## config.mk

```make
export PLATFORM = sky130hd
export DESIGN_NAME = io16_switch_debounce
export DESIGN_NICKNAME = d
export VERILOG_FILES = /design/src/rtl/io16_pkg.sv /design/src/rtl/debounce_channel.sv /design/src/rtl/io16_switch_debounce.sv
export SDC_FILE = /design/constraint.sdc
export NUM_CORES = 1
export LEC_CHECK = 0
export BUFFER_PORTS_ARGS = -buffer_cell sky130_fd_sc_hd__buf_2
export CAP_MARGIN = 20
export CORE_MARGIN = 10
export CORE_UTILIZATION = 40
export CTS_CLUSTER_DIAMETER = 50
export DETAILED_ROUTE_END_ITERATION = 10
export GPL_TIMING_DRIVEN = 0
export PLACE_DENSITY = 0.64
export SLEW_MARGIN = 10
export SYNTH_ARGS = -nofsm -noshare
export SYNTH_HDL_FRONTEND = slang
export SYNTH_SLANG_ARGS = --single-unit
```

## constraint.sdc

```tcl
create_clock -name CLK -period 2.2 [get_ports CLK]
set_clock_uncertainty 0.1 [all_clocks]
set_input_delay 0.33 -clock CLK [delete_from_list [all_inputs] [get_ports CLK]]
set_output_delay 0.33 -clock CLK [all_outputs]
set_load 0.05 [all_outputs]
```

## src/rtl/io16_pkg.sv

```systemverilog
// Shared constants, channel state encoding and counter-width helper for the IO16 switch debouncer.
package io16_pkg;

    localparam int unsigned NUM_CH_DEF = 16;

    typedef enum logic {
        IDLE    = 1'b0,
        PENDING = 1'b1
    } ch_state_e;

    // Counter must hold DEBOUNCE_TICKS-1; a single-tick debounce still needs one bit.
    function automatic int unsigned cnt_width(input int unsigned ticks);
        return (ticks <= 1) ? 1 : $clog2(ticks);
    endfunction

endpackage

```

## src/rtl/debounce_channel.sv

```systemverilog
// One switch channel: multi-flop synchroniser, tick-driven debounce counter and
// IDLE/PENDING FSM producing the debounced level plus rise/fall strobes.
module debounce_channel
    import io16_pkg::*;
#(
    parameter int unsigned SYNC_STAGES    = 2,
    parameter int unsigned DEBOUNCE_TICKS = 10000
) (
    input  logic clk,
    input  logic rst_n,
    input  logic tick,
    input  logic raw,
    output logic stable,
    output logic rise,
    output logic fall,
    output logic change_c
);

    localparam int unsigned        CNT_W    = cnt_width(DEBOUNCE_TICKS);
    localparam logic [CNT_W-1:0]   CNT_LAST = CNT_W'(DEBOUNCE_TICKS - 1);

    logic [SYNC_STAGES-1:0] sync_q;
    logic                   sync;
    logic                   mismatch;
    logic                   do_count;
    ch_state_e              state_q, state_d;
    logic [CNT_W-1:0]       cnt_q, cnt_d;
    logic                   stable_d, rise_d, fall_d;

    always_ff @(posedge clk or negedge rst_n) begin
        if (!rst_n) begin
            sync_q <= '0;
        end else begin
            sync_q <= {sync_q[SYNC_STAGES-2:0], raw};
        end
    end

    assign sync     = sync_q[SYNC_STAGES-1];
    assign mismatch = sync ^ stable;

    always_ff @(posedge clk or negedge rst_n) begin
        if (!rst_n) begin
            state_q <= IDLE;
            cnt_q   <= '0;
            stable  <= 1'b0;
            rise    <= 1'b0;
            fall    <= 1'b0;
        end else begin
            state_q <= state_d;
            cnt_q   <= cnt_d;
            stable  <= stable_d;
            rise    <= rise_d;
            fall    <= fall_d;
        end
    end

    // A tick landing in the cycle the mismatch first appears is already counted.
    always_comb begin
        state_d  = state_q;
        cnt_d    = cnt_q;
        stable_d = stable;
        rise_d   = 1'b0;
        fall_d   = 1'b0;
        do_count = 1'b0;

        case (state_q)
            IDLE: begin
                if (mismatch) begin
                    state_d  = PENDING;
                    do_count = 1'b1;
                end
            end
            PENDING: begin
                if (!mismatch) begin
                    state_d = IDLE;
                    cnt_d   = '0;
                end else begin
                    do_count = 1'b1;
                end
            end
            default: state_d = IDLE;
        endcase

        if (do_count && tick) begin
            if (cnt_q == CNT_LAST) begin
                stable_d = sync;
                cnt_d    = '0;
                rise_d   = sync;
                fall_d   = ~sync;
                state_d  = IDLE;
            end else begin
                cnt_d = cnt_q + CNT_W'(1);
            end
        end
    end

    assign change_c = rise_d | fall_d;

endmodule

```

## src/rtl/io16_switch_debounce.sv

```systemverilog
// 16-channel switch/button conditioner feeding the IO expander S1..S16 inputs.
// Define IO16_TOGGLE_EN to turn each debounced rising edge into a latching toggle on SW_STABLE.
module io16_switch_debounce
    import io16_pkg::*;
#(
    parameter int unsigned NUM_CH         = NUM_CH_DEF,
    parameter int unsigned SYNC_STAGES    = 2,
    parameter int unsigned DEBOUNCE_TICKS = 10000
) (
    input  logic              CLK,
    input  logic              RST_N,
    input  logic              CLK_1MHz,
    input  logic [NUM_CH-1:0] SW_RAW,
    output logic [NUM_CH-1:0] SW_STABLE,
    output logic [NUM_CH-1:0] SW_RISE,
    output logic [NUM_CH-1:0] SW_FALL,
    output logic              ANY_CHANGE
);

    logic [NUM_CH-1:0] level;
    logic [NUM_CH-1:0] change_c;

    for (genvar i = 0; i < NUM_CH; i++) begin : g_ch
        debounce_channel #(
            .SYNC_STAGES   (SYNC_STAGES),
            .DEBOUNCE_TICKS(DEBOUNCE_TICKS)
        ) u_ch (
            .clk     (CLK),
            .rst_n   (RST_N),
            .tick    (CLK_1MHz),
            .raw     (SW_RAW[i]),
            .stable  (level[i]),
            .rise    (SW_RISE[i]),
            .fall    (SW_FALL[i]),
            .change_c(change_c[i])
        );
    end

    // Registered alongside the per-channel strobes so all three line up.
    always_ff @(posedge CLK or negedge RST_N) begin
        if (!RST_N) begin
            ANY_CHANGE <= 1'b0;
        end else begin
            ANY_CHANGE <= |change_c;
        end
    end

`ifdef IO16_TOGGLE_EN
    // A pending change while the level is low is a debounced rising edge.
    always_ff @(posedge CLK or negedge RST_N) begin
        if (!RST_N) begin
            SW_STABLE <= '0;
        end else begin
            SW_STABLE <= SW_STABLE ^ (change_c & ~level);
        end
    end
`else
    assign SW_STABLE = level;
`endif

endmodule

```

==> reports/results.md <==
* number of buffers inserted by port buffering: 67
* DR WL/cell: 15.03 microns
* pwr dens: 716.4 mW/mm^2
* EDFF count, synth: 0
* maximum vdd drop: 0.0004676 V
* detailed placer's ending HPWL: 23.75 mm
* count of nets left with antenna violations after detail routing: 0
* violated checks: setup timing
* via count of the first global-routing pass: 12590
* warning count from the yosys run: 0
* total I/O pin count: 68
* most frequent cells in the layout: 316 x sky130_fd_sc_hd__dfrtp_1, 219 x sky130_fd_sc_hd__o21ai_0, 218 x sky130_fd_sc_hd__nand2_1
* Post-Syn Area per Cell: 9.430 sq um
* FF+latch area: 0.008039 sq mm
* area grow syn2layout: 20.89%
* global placement routability congestion: 0.8413
* leading cell type in the layout, fill and taps excluded: sky130_fd_sc_hd__dfrtp_1
* data required time at the worst endpoint: 2530 ps
* buffers from clock root to sink, at most: 3
* fmax: 0.4525 GHz
* Layout Nets: 1887
* measured slew at the worst slew-check pin: 795.6 ps
* Initial Utilization: 40.28%
* initial antenna violation count: 0
* Skew-Pair Late Insertion Delay: 560 ps
* router iterations before antenna repair: 5
* wire length of the first global-routing pass: 60.86 mm
* CTS tree: yes
* placeable core region: 0.03964 sq mm
* reg2reg path depth: 7
* H-Tree Level Count: 2
* Antenna diodes: 0
* multi-input logic area: 0.007587 sq mm
* leakage power of the design: 8.301 nW
* number of sinks on the clock net: 321
* number of maximum-capacitance constraint violations: 0
* Main synth FF type: sky130_fd_sc_hd__dfrtp_1
* area share of the largest cell type after synthesis: 50.31%
* number of cells in the design after placement: 2288
* number of buffers inserted during clock tree synthesis: 39
* cell count after synthesis: 1693
* Worst-path clk slew: 60 ps
* floorplan row count: 73
* area of the die: 0.04831 sq mm
* number of vias per cell after detailed routing: 5.385
* cell taking the most area after synthesis: sky130_fd_sc_hd__dfrtp_1
* critical path arrival: 2540 ps
* setup slack at placement: -1253 ps
* Setup CP Type: flop to flop
* top area cells in the synthesized netlist: sky130_fd_sc_hd__dfrtp_1 50%, sky130_fd_sc_hd__o21ai_0 7.3%, sky130_fd_sc_hd__nand2_1 5.2%, sky130_fd_sc_hd__nor3_1 3.4%, sky130_fd_sc_hd__a22o_1 2.9%
* detailed-route wire length: 36.18 mm
* setup slack of the critical path after layout: -10.16 ps
* status: complete, but fails checks
* number of nets produced by synthesis: 1728
* DRC viols: 0
* total global-route track usage: 14.88%
* final period demand of the worst path: 2210 ps
* number of vias after detailed routing: 12970
* final-report setup violation count: 1
* largest driver fanout on the critical path: 6
* worst-case headroom to the max-slew limit: 46.47%
* root buffer cell: sky130_fd_sc_hd__clkbuf_16
* Syn Std Cell Area: 0.01597 sq mm
* leftover overflow at the end of global routing: 0
* max-slew violation count: 0
* hold violation count in the final report: 0
* element type at the critical path start: flop
* Finished Layout Cells: 2408
* maximum number of pins on one net before global-route repair: 104
* share of cells above drive strength 1: 19.86%
* register bit total from synthesis: 321
* crit end category: flop
* proportion of synthesized chip area in sequential cells: 50.31%
* post-synthesis cell type count: 58
* unrepaired setup endpoints after global routing: yes
* Hold Crit Class: input pin to async pin
* number of violations reported at the end of detailed-routing iteration 0: 891
* share of synthesized flip-flops with an asynchronous set or reset: 100.0%
* die boundary width: 219.8 microns
* share of the cycle needed by the critical path after routing: 100.5%
* number of fill cells: 3697
* height of the die: 219.8 microns
## cell usage after synthesis (21+ instances only)
master	instances
sky130_fd_sc_hd__xor2_1	29
sky130_fd_sc_hd__nand2_1	221
sky130_fd_sc_hd__nor3_1	109
sky130_fd_sc_hd__clkbuf_1	35
sky130_fd_sc_hd__buf_4	51
sky130_fd_sc_hd__dfrtp_1	321
sky130_fd_sc_hd__a22o_1	53
sky130_fd_sc_hd__inv_1	40
sky130_fd_sc_hd__a21oi_1	59
sky130_fd_sc_hd__nand3_1	88
sky130_fd_sc_hd__nor4_1	33
sky130_fd_sc_hd__nor3b_1	41
sky130_fd_sc_hd__nand4_1	21
sky130_fd_sc_hd__and2_1	29
sky130_fd_sc_hd__a21o_1	25
sky130_fd_sc_hd__o21ai_0	234
sky130_fd_sc_hd__or3_1	27
sky130_fd_sc_hd__nor2_1	63
## state kept, by name, indices dropped and copies added, names as in the netlist
signal / count
ANY_CHANGE: 1
g_ch.u_ch.cnt_q: 224
g_ch.u_ch.fall: 16
g_ch.u_ch.rise: 16
g_ch.u_ch.stable: 16
g_ch.u_ch.state_q: 16
g_ch.u_ch.sync_q: 32
## power breakdown
| group | leakage [nW] | internal, mW | switching (mW) |
|---|---|---|---|
| Clock | 0.648 | 4.01 | 2.61 |
| Combinational | 3.33 | 0.373 | 0.574 |
| Sequential | 4.33 | 6.09 | 0.173 |
## metrics by stage
step / total power, mW / hold slack [ps] / instance area [sq um] / utilization, % / setup TNS [ps]
final: 13.83 / 212.1 / 19300 / 48.69 / -10.16
after global placement: 7.157 / 233.5 / 16960 / 42.78 / -1857890
after detailed placement: 7.206 / 207.8 / 17050 / 43.02 / -89670
after global routing: 14.44 / 241.6 / 19300 / 48.69 / -462.9
after floorplan: 6.844 / -65.59 / 15970 / - / 0
after CTS: 13.97 / 216.2 / 18730 / 47.25 / -81.89
## worst paths after layout
kind | end | slack [ps] | from
max in group asynchronous | g_ch[4].u_ch.cnt_q[3] | 480 | RST_N
setup reg to reg | g_ch[5].u_ch.cnt_q[3] | -10 | g_ch[5].u_ch.cnt_q[12]
hold reg to reg | g_ch[9].u_ch.sync_q[1] | 240 | g_ch[9].u_ch.sync_q[0]
setup / recovery | g_ch[5].u_ch.cnt_q[3] | -10 | g_ch[5].u_ch.cnt_q[12]
min in group CLK | g_ch[9].u_ch.sync_q[1] | 240 | g_ch[9].u_ch.sync_q[0]
hold / removal | g_ch[5].u_ch.cnt_q[8] | 210 | RST_N
## metal layers
layer | part of all wire, % | global-route usage [%]
met5 | 0 | 0
met4 | 2.0 | 4.748
met3 | 4.6 | 3.071
met2 | 45 | 23.19
met1 | 49 | 20.37
## cells by family after synthesis
logic type,Yosys count,share of synthesized area [%]
and+or+nand+nor,736,24.51
xor gates and xnor gates,43,2.359
adders and majority gates,16,1.254
muxes,25,1.701
DFF,321,50.31
buffers and inverters,138,4.545
AOI/OAI and AO/OA,414,15.32
## timing repair
| item | 4_1_cts | 5_1_grt |
|---|---|---|
| hold endpoints to repair | 77 | 0 |
| setup endpoints to repair | 172 | 180 |
| cloned | 0 | 2 |
| hold buffers | 17 | 0 |
| gates resized for setup | 38 | 139 |
| buffers inserted | 10 | 25 |
| pin swaps | 8 | 19 |
## worst max-delay path, cell delays in order, from the launching register on
cell                        delay, ps
sky130_fd_sc_hd__dfrtp_1          430
sky130_fd_sc_hd__or4bb_1          570
sky130_fd_sc_hd__nor4_4           390
sky130_fd_sc_hd__buf_4            190
sky130_fd_sc_hd__nor2_4            50
sky130_fd_sc_hd__buf_6            150
sky130_fd_sc_hd__a21oi_1          120
sky130_fd_sc_hd__o2bb2ai_1         90
## area by class of cell
type | instances | share of cell area [%]
multi-input combinational | 1234 | 39.31
timing repair buffer | 124 | 4.642
tap | 525 | 3.404
clock buffer | 50 | 5.640
inverter | 40 | 0.7780
buffer | 92 | 3.280
sequential | 321 | 41.65
clock inverter | 22 | 1.290
(Power assumes the default switching activity.)
